<file path="config.mk">
export PLATFORM = sky130hd
export DESIGN_NAME = conv_result_writer
export DESIGN_NICKNAME = d
export VERILOG_FILES = /design/src/rtl/conv_result_writer_pkg.sv /design/src/rtl/result_fifo.sv /design/src/rtl/conv_result_writer.sv
export SDC_FILE = /design/constraint.sdc
export NUM_CORES = 1
export LEC_CHECK = 0
export BUFFER_PORTS_ARGS = -buffer_cell sky130_fd_sc_hd__clkbuf_2
export CORE_MARGIN = 3
export CORE_UTILIZATION = 30
export DETAILED_ROUTE_END_ITERATION = 10
export HOLD_SLACK_MARGIN = 0.03
export PLACE_DENSITY = 0.42
export SLEW_MARGIN = 30
export SYNTH_ARGS = -nofsm -noshare
export SYNTH_HDL_FRONTEND = slang
export SYNTH_SLANG_ARGS = --single-unit
</file>
<file path="constraint.sdc">
create_clock -name clk -period 10.79 [get_ports clk]
set_clock_uncertainty 0.2 [all_clocks]
set_input_delay 1.079 -clock clk [delete_from_list [all_inputs] [get_ports clk]]
set_output_delay 1.079 -clock clk [all_outputs]
set_load 0.03 [all_outputs]
</file>
<file path="src/rtl/conv_result_writer_pkg.sv">
// Shared definitions for the convolution result writer: FSM encoding,
// datapath widths and the frame-size helper.
package conv_result_writer_pkg;

   localparam int ADDR_W = 16;
   localparam int DATA_W = 32;

   typedef enum logic [1:0] {
      ST_IDLE = 2'd0,
      ST_RUN  = 2'd1,
      ST_FIN  = 2'd2
   } wr_state_t;

   // Element count of a frame, kept at 16 bits (8x8 product always fits).
   function automatic logic [15:0] frame_total(input logic [7:0] w, input logic [7:0] h);
      return 16'(w) * 16'(h);
   endfunction

endpackage

</file>
<file path="src/rtl/result_fifo.sv">
// Small skid FIFO between the convolution result stream and the SRAM
// write stage. Pointers carry one extra wrap bit to tell full from empty.
module result_fifo #(
   parameter int DEPTH = 4,
   parameter int WIDTH = 32
) (
   input  logic             i_clk,
   input  logic             i_rst_n,
   input  logic             i_push,
   input  logic             i_pop,
   input  logic [WIDTH-1:0] i_data,
   output logic [WIDTH-1:0] o_data,
   output logic             o_full,
   output logic             o_empty
);

   localparam int PTR_W = $clog2(DEPTH);

   logic [WIDTH-1:0] r_mem [DEPTH];
   logic [PTR_W:0]   r_wr_ptr;
   logic [PTR_W:0]   r_rd_ptr;
   logic             w_do_push;
   logic             w_do_pop;

   assign o_empty   = (r_wr_ptr == r_rd_ptr);
   assign o_full    = (r_wr_ptr[PTR_W] != r_rd_ptr[PTR_W]) &&
                      (r_wr_ptr[PTR_W-1:0] == r_rd_ptr[PTR_W-1:0]);
   assign o_data    = r_mem[r_rd_ptr[PTR_W-1:0]];
   assign w_do_push = i_push && !o_full;
   assign w_do_pop  = i_pop && !o_empty;

   // Storage array; contents are meaningless until a push, so no reset.
   always_ff @(posedge i_clk) begin
      if (w_do_push) begin
         r_mem[r_wr_ptr[PTR_W-1:0]] <= i_data;
      end
   end

   // Read/write pointer advance; reset empties the FIFO.
   always_ff @(posedge i_clk or negedge i_rst_n) begin
      if (!i_rst_n) begin
         r_wr_ptr <= '0;
         r_rd_ptr <= '0;
      end else begin
         if (w_do_push) begin
            r_wr_ptr <= r_wr_ptr + 1'b1;
         end
         if (w_do_pop) begin
            r_rd_ptr <= r_rd_ptr + 1'b1;
         end
      end
   end

endmodule

</file>
<file path="src/rtl/conv_result_writer.sv">
// Writes a row-major convolution result stream into output SRAM as a
// 2-D frame (base address, width, height, row stride), one word per cycle.
module conv_result_writer
   import conv_result_writer_pkg::*;
#(
   parameter int FIFO_DEPTH = 4,
   parameter int ADDR_W     = 16
) (
   input  logic                     clk,
   input  logic                     rst_n,
   input  logic                     start,
   input  logic [ADDR_W-1:0]        base_addr,
   input  logic [7:0]               out_w,
   input  logic [7:0]               out_h,
   input  logic [ADDR_W-1:0]        row_stride,
   input  logic                     in_valid,
   input  logic signed [DATA_W-1:0] in_data,
   output logic                     in_ready,
   output logic                     sram_wen,
   output logic [ADDR_W-1:0]        sram_addr,
   output logic signed [DATA_W-1:0] sram_d,
   output logic                     busy,
   output logic                     done,
   output logic [15:0]              wr_count
);

   wr_state_t                r_state;
   logic [ADDR_W-1:0]        r_row_base;
   logic [ADDR_W-1:0]        r_stride;
   logic [7:0]               r_width;
   logic [7:0]               r_col;
   logic [15:0]              r_total;
   logic [15:0]              r_accepted;
   logic [15:0]              r_wr_count;
   logic                     r_sram_wen;
   logic [ADDR_W-1:0]        r_sram_addr;
   logic signed [DATA_W-1:0] r_sram_d;
   logic                     r_busy;
   logic                     r_done;

   logic                     w_start_acc;
   logic [15:0]              w_start_total;
   logic                     w_in_ready;
   logic                     w_push;
   logic                     w_pop;
   logic                     w_full;
   logic                     w_empty;
   logic [DATA_W-1:0]        w_fifo_q;
   logic [ADDR_W-1:0]        w_col_ext;

   assign w_start_acc   = start && (r_state == ST_IDLE);
   assign w_start_total = frame_total(out_w, out_h);
   assign w_in_ready    = (r_state == ST_RUN) && !w_full && (r_accepted < r_total);
   assign w_push        = in_valid && w_in_ready;
   assign w_pop         = (r_state == ST_RUN) && !w_empty;
   assign w_col_ext     = {{(ADDR_W-8){1'b0}}, r_col};

   result_fifo #(
      .DEPTH (FIFO_DEPTH),
      .WIDTH (DATA_W)
   ) u_fifo (
      .i_clk   (clk),
      .i_rst_n (rst_n),
      .i_push  (w_push),
      .i_pop   (w_pop),
      .i_data  (in_data),
      .o_data  (w_fifo_q),
      .o_full  (w_full),
      .o_empty (w_empty)
   );

   // Frame control FSM with registered busy/done; FIN is entered once the
   // frame's final write is on the SRAM port, so done follows that write.
   always_ff @(posedge clk or negedge rst_n) begin
      if (!rst_n) begin
         r_state <= ST_IDLE;
         r_busy  <= 1'b0;
         r_done  <= 1'b0;
      end else begin
         case (r_state)
            ST_IDLE: begin
               r_done <= 1'b0;
               if (start) begin
                  r_busy <= 1'b1;
                  if (w_start_total == '0) begin
                     r_state <= ST_FIN;
                     r_done  <= 1'b1;
                  end else begin
                     r_state <= ST_RUN;
                  end
               end
            end
            ST_RUN: begin
               if (r_sram_wen && (r_wr_count == r_total)) begin
                  r_state <= ST_FIN;
                  r_done  <= 1'b1;
               end
            end
            ST_FIN: begin
               r_state <= ST_IDLE;
               r_busy  <= 1'b0;
               r_done  <= 1'b0;
            end
            default: begin
               r_state <= ST_IDLE;
               r_busy  <= 1'b0;
               r_done  <= 1'b0;
            end
         endcase
      end
   end

   // Frame configuration latch and input acceptance count.
   always_ff @(posedge clk or negedge rst_n) begin
      if (!rst_n) begin
         r_stride   <= '0;
         r_width    <= '0;
         r_total    <= '0;
         r_accepted <= '0;
      end else if (w_start_acc) begin
         r_stride   <= row_stride;
         r_width    <= out_w;
         r_total    <= w_start_total;
         r_accepted <= '0;
      end else if (w_push) begin
         r_accepted <= r_accepted + 16'd1;
      end
   end

   // Address generation: walk columns, step row base by stride at row end.
   always_ff @(posedge clk or negedge rst_n) begin
      if (!rst_n) begin
         r_row_base <= '0;
         r_col      <= '0;
      end else if (w_start_acc) begin
         r_row_base <= base_addr;
         r_col      <= '0;
      end else if (w_pop) begin
         if (r_col == r_width - 8'd1) begin
            r_col      <= '0;
            r_row_base <= r_row_base + r_stride;
         end else begin
            r_col <= r_col + 8'd1;
         end
      end
   end

   // SRAM write port: one registered write per FIFO pop; addr/data hold otherwise.
   always_ff @(posedge clk or negedge rst_n) begin
      if (!rst_n) begin
         r_sram_wen  <= 1'b0;
         r_sram_addr <= '0;
         r_sram_d    <= '0;
         r_wr_count  <= '0;
      end else begin
         r_sram_wen <= w_pop;
         if (w_pop) begin
            r_sram_addr <= r_row_base + w_col_ext;
            r_sram_d    <= w_fifo_q;
         end
         if (w_start_acc) begin
            r_wr_count <= '0;
         end else if (w_pop) begin
            r_wr_count <= r_wr_count + 16'd1;
         end
      end
   end

   assign in_ready  = w_in_ready;
   assign sram_wen  = r_sram_wen;
   assign sram_addr = r_sram_addr;
   assign sram_d    = r_sram_d;
   assign busy      = r_busy;
   assign done      = r_done;
   assign wr_count  = r_wr_count;

endmodule

</file>
=== Word-level counts from Yosys, hierarchy flattened ===
Memories as Yosys holds them, arrays and structs flattened. A register that Yosys moved wholly into a read port is not among the register bits.
Cells that the tools add are included.

* Flip-flop bits (word level): 123
* Latch bits: 0
* Memory bits (writable): 128
* Memory bits (read-only): 0
* Output and inout bits: 68
* Word-level logic and storage cells: 76
* Memories kept: 1

{| class="wikitable"
|+ Memory list
! memory !! words !! bits a word !! rd ports !! clocked after memory_dff !! wr ports !! line !! source
|-
| u_fifo.r_mem || 4 || 32 || 1 || 1 || 1 || result_fifo.sv:19 || <nowiki>logic [WIDTH-1:0] r_mem [DEPTH];</nowiki>
|}

* Add/sub/neg operators: 8
* Multiply operators: 1
* Div/mod/pow operators: 0
* $lt $le $gt $ge: 1
* Equal/unequal tests: 8
* Shift-type cells: 0
* Muxes and demuxes: 22
* Bitwise gates (word level): 1
* Reductions and logical operators: 20

{| class="wikitable"
|+ Operators by type and width
! cell !! count
|-
| $mux 16 || 7
|-
| $add 16x1->16 const B || 2
|-
| $mux 8 || 3
|-
| $add 16x16->16 || 1
|-
| $add 16x8->16 || 1
|-
| $eq 16x16->1 || 1
|-
| $logic_not 16->1 || 1
|-
| $lt 16x16->1 || 1
|-
| $mul 8x8->16 || 1
|-
| $logic_and 1x1->1 || 9
|-
| $add 8x1->8 const B || 1
|-
| $eq 8x8->1 || 1
|-
| $sub 8x1->8 const B || 1
|-
| $add 3x1->3 const B || 2
|-
| $mux 1 || 6
|-
| $mux 2 || 3
|-
| $reduce_and 2->1 || 3
|-
| $reduce_bool 2->1 || 3
|-
| $pmux 1 s2 || 2
|-
| $pmux 2 s2 || 1
|-
| $eq 3x3->1 || 1
|-
| $logic_not 1->1 || 3
|-
| $eq 2x1->1 const B || 1
|-
| $eq 2x2->1 || 1
|-
| 5 further kinds || 5
|}

=== Logic depth before layout (Yosys ltp) ===
Gate-level depths: netlist of the first run.

* Word-level depth: 9
* Depth in mapped cells: 18
* Gate-level depth less buffers: 18

=== By module ===
A second synthesis of the first run with hierarchy kept.

* Cell total of the unflattened synthesis: 1367
* Area total of the unflattened synthesis: 15220.8 um2

{| class="wikitable"
|+ By module, submodules not included
! module !! instances !! cells an instance !! area each (um2) !! sequential area each (um2)
|-
| conv_result_writer || 1 || 1151 || 10143.5 || 3728.6
|-
| result_fifo || 1 || 216 || 5077.4 || 3993.8
|}

=== Worst setup path after synthesis of the first run ===
Ideal clock, no wire load.

* Path type: input to register
* Start: in out_w[1]
* End: reg r_state[0]
* Data arrival time: 5.667 ns
* Required time: 10.472 ns
* Slack: 4.805 ns
* Stages: 15
* Path buffers: 0
* Cell sequence: and2_1 fa_1 fa_1 fa_1 inv_1 fa_1 inv_1 ha_1 or3_4 a211oi_1 nor2_1 xnor2_1 or4_1 or4b_4 a21o_1

* Word-level cells in the longest chain between the ends: 5

{| class="wikitable"
|+ Ends and longest elaborated chain
! item !! line !! source
|-
| start: declaration || conv_result_writer.sv:13 || <nowiki>input logic [7:0] out_w,</nowiki>
|-
| $mul 8x8->16 || conv_result_writer_pkg.sv:16 || <nowiki>return 16'(w) * 16'(h);</nowiki>
|-
| $logic_not 16->1 || conv_result_writer.sv:85 || <nowiki>if (w_start_total == '0) begin</nowiki>
|-
| $mux 2 || conv_result_writer.sv:85 ||
|-
| $mux 2 || conv_result_writer.sv:83 || <nowiki>if (start) begin</nowiki>
|-
| $pmux 2 s2 || conv_result_writer.sv:80 || <nowiki>case (r_state)</nowiki>
|-
| end signal: assignment || conv_result_writer.sv:86 || <nowiki>r_state <= ST_FIN;</nowiki>
|-
| end signal: assignment || conv_result_writer.sv:89 || <nowiki>r_state <= ST_RUN;</nowiki>
|-
| end signal: assignment || conv_result_writer.sv:95 || <nowiki>r_state <= ST_FIN;</nowiki>
|-
| end: declaration || conv_result_writer.sv:27 || <nowiki>wr_state_t r_state;</nowiki>
|}

Every way passes these cells. The select of a mux whose other input is x is not followed.
A chain may end at the register's enable or synchronous reset.

=== Final worst setup path of the first run ===
Same ends and word-level chain as after synthesis.

==> flow_metrics.py, run 1 <==
metrics = {
    "outcome": {
        "status": "complete, no violations",
    },
    "drt": {
        "drtPass1Iterations": 5,
        "routed_via_density": 4.614,
        "wirelength_um": 38340,
        "drc": 0,
        "wl_per_cell_um": 17.45,
        "detail-route-antenna-nets": 0,
        "dr.first_iter.drc_count": 561,
        "num_vias": 10140,
    },
    "worst_setup_path": {
        "worst-setup-path-type": "in2reg",
        "worstSetupEndpointType": "flip-flop",
        "ff2ff_path_depth": 8,
        "crit_fanout": 9,
        "crit_required_ns": 11.00,
        "critPathCapture": "r_state[0]",
        "cp-startpoint": "out_w[1]",
        "arrival_ns": 6.12,
        "cp-start-kind": "input pin",
        "r2r-start": "u_fifo.r_rd_ptr[0]",
        "r2r_slack_ns": 6.74,
        "regToRegEndpoint": "u_fifo.r_mem[1][5]",
    },
    "timing": {
        "relSlewSlack": 0.4785,
        "fin_crit_ns": 5.905,
        "rsz0062_at_grt": "false",
        "hold_violations": 0,
        "worstMarginPinSlew_ns": 0.7823,
        "min_period_over_period": 0.5473,
        "worst_slack_ns": 4.885,
        "fmax_mhz": 169.3,
        "slew_violations": 0,
        "setup_viol": 0,
        "fin_setup_tns_ns": 0,
    },
    "synth": {
        "synth_top_area_frac": 0.2581,
        "ys_seq_elements": 283,
        "yosys.cell_types.count": 65,
        "syn_area_um2": 15030,
        "ys_seq_area_frac": 0.5139,
        "synth_common_cells": "nand2_1, dfrtp_1, edfxtp_1",
        "synthTopCellsByArea": "dfrtp_1, edfxtp_1, nand2_1",
        "syn_nets": 1555,
        "post-synth-top-area-cell": "dfrtp_1",
        "syn_area_per_cell_um2": 11.13,
        "synth_most_common_cell": "nand2_1",
        "synthCells": 1350,
        "async_flop_share": 0.5477,
        "synth-edff-count": 128,
        "ys.warnings.count": 0,
        "synth-main-ff-cell": "dfrtp_1",
    },
    "global_routing": {
        "grt_pass1_wl_um": 61590,
        "track_usage": 0.1476,
        "grt_pass1_vias": 10710,
        "antenna_found_initial": 2,
        "grtUsageMet3": 0.03617,
        "grt-busiest-layer": "met2",
        "grt-ovfl-total": 0,
        "met1_usage": 0.1973,
        "grt_max_degree": 73,
        "grt_use_met2": 0.2421,
    },
    "finish": {
        "area_delta_synth_final_pct": 17.77,
        "layoutNonFillerInstCount": 2197,
        "drive_gt1_frac": 0.1735,
        "antennaDiodeCount": 0,
        "final_util": 0.3593,
        "layout.nets": 1711,
    },
    "pwr": {
        "pwr-share-comb": 0.451,
        "power_mw": 5.427,
        "p_seq_frac": 0.334,
        "switching_share": 0.4166,
        "powerDensity_nw_per_um2": 306.7,
        "vdd_ir_drop_max_mv": 0.1672,
        "internal_power_mw": 3.166,
        "pwr-share-clk": 0.215,
        "power_leakage_nw": 7.761,
        "switchingPower_mw": 2.261,
    },
    "clocking": {
        "clk-insertion-delay-late_ns": 0.53,
        "numCtsBuffers": 35,
        "cts_resized": 0,
        "hold_buffers": 0,
        "clk_path_buf_depth": 3,
        "cts_setup_buffers": 0,
        "root_buffer": "clkbuf_16",
        "path_clk_slew_ns": 0.06,
        "cts_tree": "done",
        "h-tree-depth": 2,
        "clock_sinks": 283,
    },
    "floorplanning": {
        "start_util": 0.3051,
        "rows": 81,
        "dieHeight_um": 229.8,
        "dieArea_um2": 52810,
        "ios": 152,
        "core_um2": 49250,
        "die_width_um": 229.8,
    },
    "hold_path": {
        "hp-class": "in2async",
    },
    "placement": {
        "place.detailed.hpwl_um": 26240,
        "io_buffers": 151,
        "dp_cells": 2133,
        "gp_congestion": 0.7848,
        "pre_cts_ws_ns": 4.365,
    },
    "flow_run": {
        "maxCapViolations": 0,
    },
}
## how the worst min path moves through the flow
stage / startpoint / cells after the start / end / slack [ns]
after detailed placement: sram_d[10] / 2 / sram_d[10] / 0.26
after global placement: sram_d[18] / 2 / sram_d[18] / 0.26
after global routing: rst_n / 1 / sram_d[4] / 0.28
final: rst_n / 1 / sram_d[4] / 0.28
after floorplan: r_state[1] / 1 / busy / 0.25
after CTS: rst_n / 1 / sram_d[4] / 0.27
## per-layer routing
layer / vias up / routed length (um)
met1: 4902 / 17960
met2: 182 / 17730
met3: 54 / 1876
met4: 4 / 744
met5: - / 27
li1: 4996 / -
## cells by family after synthesis
logic type      share of synthesized area
compound gates                    0.08101
mux                               0.05528
flops                              0.5139
fa+ha+maj                          0.1197
simple gates                       0.1492
buf+inv                           0.03314
xor+xnor                          0.04779
## per-stage QoR
| stage | hold WS, ns | cell area (um^2) |
|---|---|---|
| final | 0.2751 | 17700 |
| after global routing | 0.2788 | 17700 |
| after CTS | 0.2708 | 17690 |
| after detailed placement | 0.2615 | 16550 |
| after global placement | 0.2597 | 16550 |
| after floorplan | 0.2490 | 15030 |
## power groups by stage
| stage | Clock (mW) | Combinational [mW] | Sequential, mW |
|---|---|---|---|
| after floorplan | 0 | 1.65 | 1.94 |
| after global placement | 0 | 2.49 | 1.83 |
| after detailed placement | 0 | 2.50 | 1.83 |
| after CTS | 1.21 | 2.52 | 1.82 |
| after global routing | 1.26 | 2.78 | 1.86 |
| final | 1.17 | 2.45 | 1.81 |
## flip-flops by register name, summed over array words and instances, names as in the netlist, 8 cells and up
signal	flops
r_accepted	16
r_col	8
r_row_base	16
r_stride	16
r_total	16
r_width	8
sram_addr	16
sram_d	32
u_fifo.r_mem	128
wr_count	16
## area by class of cell
class                   count  area (um^2)
fillers                  4976        31560
flip-flops and latches    283         7724
multi-input cells         939         6823
clock buffers              54         1028
repair buffers            164        863.3
well taps                 664        830.8
inverters                  83        311.5
clock inverters            10        117.6
## placed cells by master, fill, tap and decap left out, drive strengths merged, types with 15 or more instances in the layout
| cell type | n |
|---|---|
| nand2 | 283 |
| clkbuf | 204 |
| dfrtp | 155 |
| edfxtp | 128 |
| inv | 84 |
| ha | 83 |
| nor2 | 68 |
| o21ai | 63 |
| and2 | 56 |
| xnor2 | 54 |
| a21oi | 42 |
| fa | 38 |
| mux4 | 32 |
| xor2 | 28 |
| nand3 | 21 |
| a21o | 17 |
| a31oi | 15 |
## critical path, cell delays in order
cell	delay, ns
clkbuf_2	0.15
and2_1	0.20
fa_1	0.51
fa_1	0.54
fa_1	0.55
inv_1	0.06
fa_1	0.53
inv_1	0.04
ha_1	0.23
or3_4	0.41
a211oi_1	0.32
nor2_1	0.11
xnor2_1	0.15
or4_1	0.53
or4b_4	0.51
a21o_1	0.20
Note: power is estimated with default switching activity, not from simulation.
==> run 2, diff against run 1 <==
--- a/config.mk
+++ b/config.mk
@@ -10,7 +10,7 @@
 export CORE_UTILIZATION = 30
 export DETAILED_ROUTE_END_ITERATION = 10
 export HOLD_SLACK_MARGIN = 0.03
-export PLACE_DENSITY = 0.42
+export PLACE_DENSITY = 0.44
 export SLEW_MARGIN = 30
 export SYNTH_ARGS = -nofsm -noshare
 export SYNTH_HDL_FRONTEND = slang
==> constraint.sdc (replaced) <==
create_clock -name clk -period 5.3 [get_ports clk]
set_clock_uncertainty 0.2 [all_clocks]
set_input_delay 0.53 -clock clk [delete_from_list [all_inputs] [get_ports clk]]
set_output_delay 0.53 -clock clk [all_outputs]
set_load 0.03 [all_outputs]
==> run 2 against run 1 <==
Effect of this change: register-to-register slack got worse by 5.1 ns; hold slack got worse by 0.20 ns; via count rose by 4.5%; sequential cell count did not move; combinational power rose by 120%; worst setup slack got worse by 4.7 ns; global-route usage rose by 0.24 points; largest cell class unchanged.
==> flow_metrics.py, run 2 (synthesized netlist as in run 1, its figures left out) <==
metrics = {
    "outcome": {
        "status": "complete, no violations",
    },
    "worst_setup_path": {
        "crit_buf_inv": 3,
        "path_cells": "clkbuf_2, and2_1, fa_1, fa_1, fa_1, inv_1, fa_1, inv_1, ha_2, o21a_1, o21ai_1, o21ba_1, nor3_2, o21ai_1, or4_1, or4b_4, a21o_1",
        "crit_required_ns": 5.52,
        "crit_slowest_cell": "fa_1",
        "crit_top_cell": "fa_1",
        "crit_fanout": 7,
        "worst-setup-path-type": "in2reg",
        "critPathTopFamily": "adder cells",
        "worstSetupEndpointType": "flip-flop",
        "cpPeakStageDelay_ns": 0.57,
        "cp-start-kind": "input pin",
        "arrival_ns": 5.35,
    },
    "timing": {
        "worstMarginPinSlew_ns": 0.8006,
        "setup_viol": 0,
        "rsz0062_at_grt": "false",
        "hold_violations": 0,
        "fin_hold_ws_ns": 0.07452,
        "min_period_over_period": 0.9671,
        "relSlewSlack": 0.4663,
        "fin_crit_ns": 5.126,
        "fmax_mhz": 195.1,
        "fin_setup_tns_ns": 0,
        "slew_violations": 0,
    },
    "pwr": {
        "vdd_ir_drop_max_mv": 0.2629,
        "power_leakage_nw": 8.291,
        "powerDensity_nw_per_um2": 618.3,
        "power_mw": 11.61,
    },
    "floorplanning": {
        "dieArea_um2": 52810,
        "start_util": 0.3051,
        "die_width_um": 229.8,
        "ios": 152,
        "rows": 81,
        "dieHeight_um": 229.8,
        "core_um2": 49250,
    },
    "finish": {
        "final_util": 0.3813,
        "final_cell_mix": "nand2_1, dfrtp_1, clkbuf_2",
        "final_common_cell": "nand2_1",
        "drive_gt1_frac": 0.1946,
        "layout.nets": 1816,
        "largest_register_ffs": 128,
        "area_delta_synth_final_pct": 24.96,
        "fillCellCount": 4949,
    },
    "drt": {
        "drc": 0,
        "dr.first_iter.drc_count": 562,
        "num_vias": 10600,
        "routed_via_density": 4.599,
        "drtPass1Iterations": 5,
        "wirelength_um": 38820,
        "detail-route-antenna-nets": 0,
        "wl_per_cell_um": 16.85,
    },
    "hold_path": {
        "hp-class": "in2reg",
    },
    "clocking": {
        "clock_sinks": 283,
        "cts_tree": "done",
        "h-tree-depth": 2,
        "root_buffer": "clkbuf_16",
        "clk-insertion-delay-late_ns": 0.55,
        "path_clk_slew_ns": 0.05,
        "numCtsBuffers": 36,
        "clk_path_buf_depth": 3,
    },
    "global_routing": {
        "grt_pass1_vias": 11340,
        "grt-ovfl-total": 0,
        "antenna_found_initial": 1,
        "grt_max_degree": 92,
        "grt_pass1_wl_um": 63170,
        "track_usage": 0.1500,
    },
    "placement": {
        "place.detailed.hpwl_um": 26210,
        "gp_congestion": 0.7858,
        "io_buffers": 151,
    },
    "flow_run": {
        "maxCapViolations": 0,
    },
}
==> run 2: cell types whose count changed in the layout (fill, tap and decap cells not counted), moves of 2 or more <==
cell and change:
dlygate4sd3_1 +57, bufinv_16 +3, buf_4 +48, inv_6 +2
buf_6 -2, clkinv_2 -3
==> run 2: through the flow <==
step / area [um^2] / std cells / setup slack, ns
2_1_floorplan: 15040 / 1350 / 0.02043
3_3_place_gp: 16910 / 2180 / -0.3384
3_5_place_dp: 16910 / 2180 / -0.3531
4_1_cts: 18760 / 2303 / 0.1984
5_1_grt: 18780 / 2304 / 0.008475
6_report: 18780 / 2304 / 0.1744
==> run 2: power breakdown <==
part / total [mW] / internal [mW] / switching [mW]
Sequential: 3.67 / 3.09 / 0.576
Clock: 2.62 / 1.63 / 0.990
Combinational: 5.32 / 2.15 / 3.17
Total: 11.6 / 6.88 / 4.73
==> run 2: layer usage <==
| metal | vias to the layer above | part of all wire | GRT usage |
|---|---|---|---|
| met3 | 48 | 0.039 | 0.02837 |
| met1 | 5189 | 0.47 | 0.2005 |
| met4 | 0 | 0.019 | 0.04443 |
| met2 | 161 | 0.47 | 0.2485 |
| li1 | 5197 | - | - |
| met5 | - | 0 | 0 |
==> run 2: worst paths after layout <==
| path | startpoint | to | slack (ns) | cells after the start |
|---|---|---|---|---|
| worst max-delay path | out_h[4] | r_state[0] | 0.17 | 17 |
| worst min register to register | sram_d[5] | sram_d[5] | 0.27 | 2 |
| max in group asynchronous | rst_n | r_row_base[4] | 3.37 | 3 |
| worst min-delay path | base_addr[4] | r_row_base[4] | 0.07 | 3 |
| worst max register to register | r_total[13] | u_fifo.r_mem[2][29] | 1.61 | 10 |
| min in group asynchronous | rst_n | sram_d[6] | 0.39 | 2 |
==> run 2: tightest hold or removal path, cell delays in order <==
cell and delay (ns):
clkbuf_2 0.08, nor2_1 0.10, a31oi_1 0.05
==> run 2: layout make-up <==
type,count,area [um^2],area share
clock buffers,55,1054,0.05610
multi-input cells,939,6843,0.3644
flip-flops and latches,283,7724,0.4113
well taps,664,830.8,0.04424
diodes,1,2.502,0.0001333
repair buffers,268,1787,0.09514
clock inverters,11,227.7,0.01213
inverters,83,311.5,0.01659
==> run 2: repair_timing <==
action | CTS | global route
hold buffers | 57 | 0
setup endpoints to repair | 0 | 1
gates resized for setup | 0 | 3
endpoints found under the hold margin | 241 | 0
buffers inserted | 0 | 0
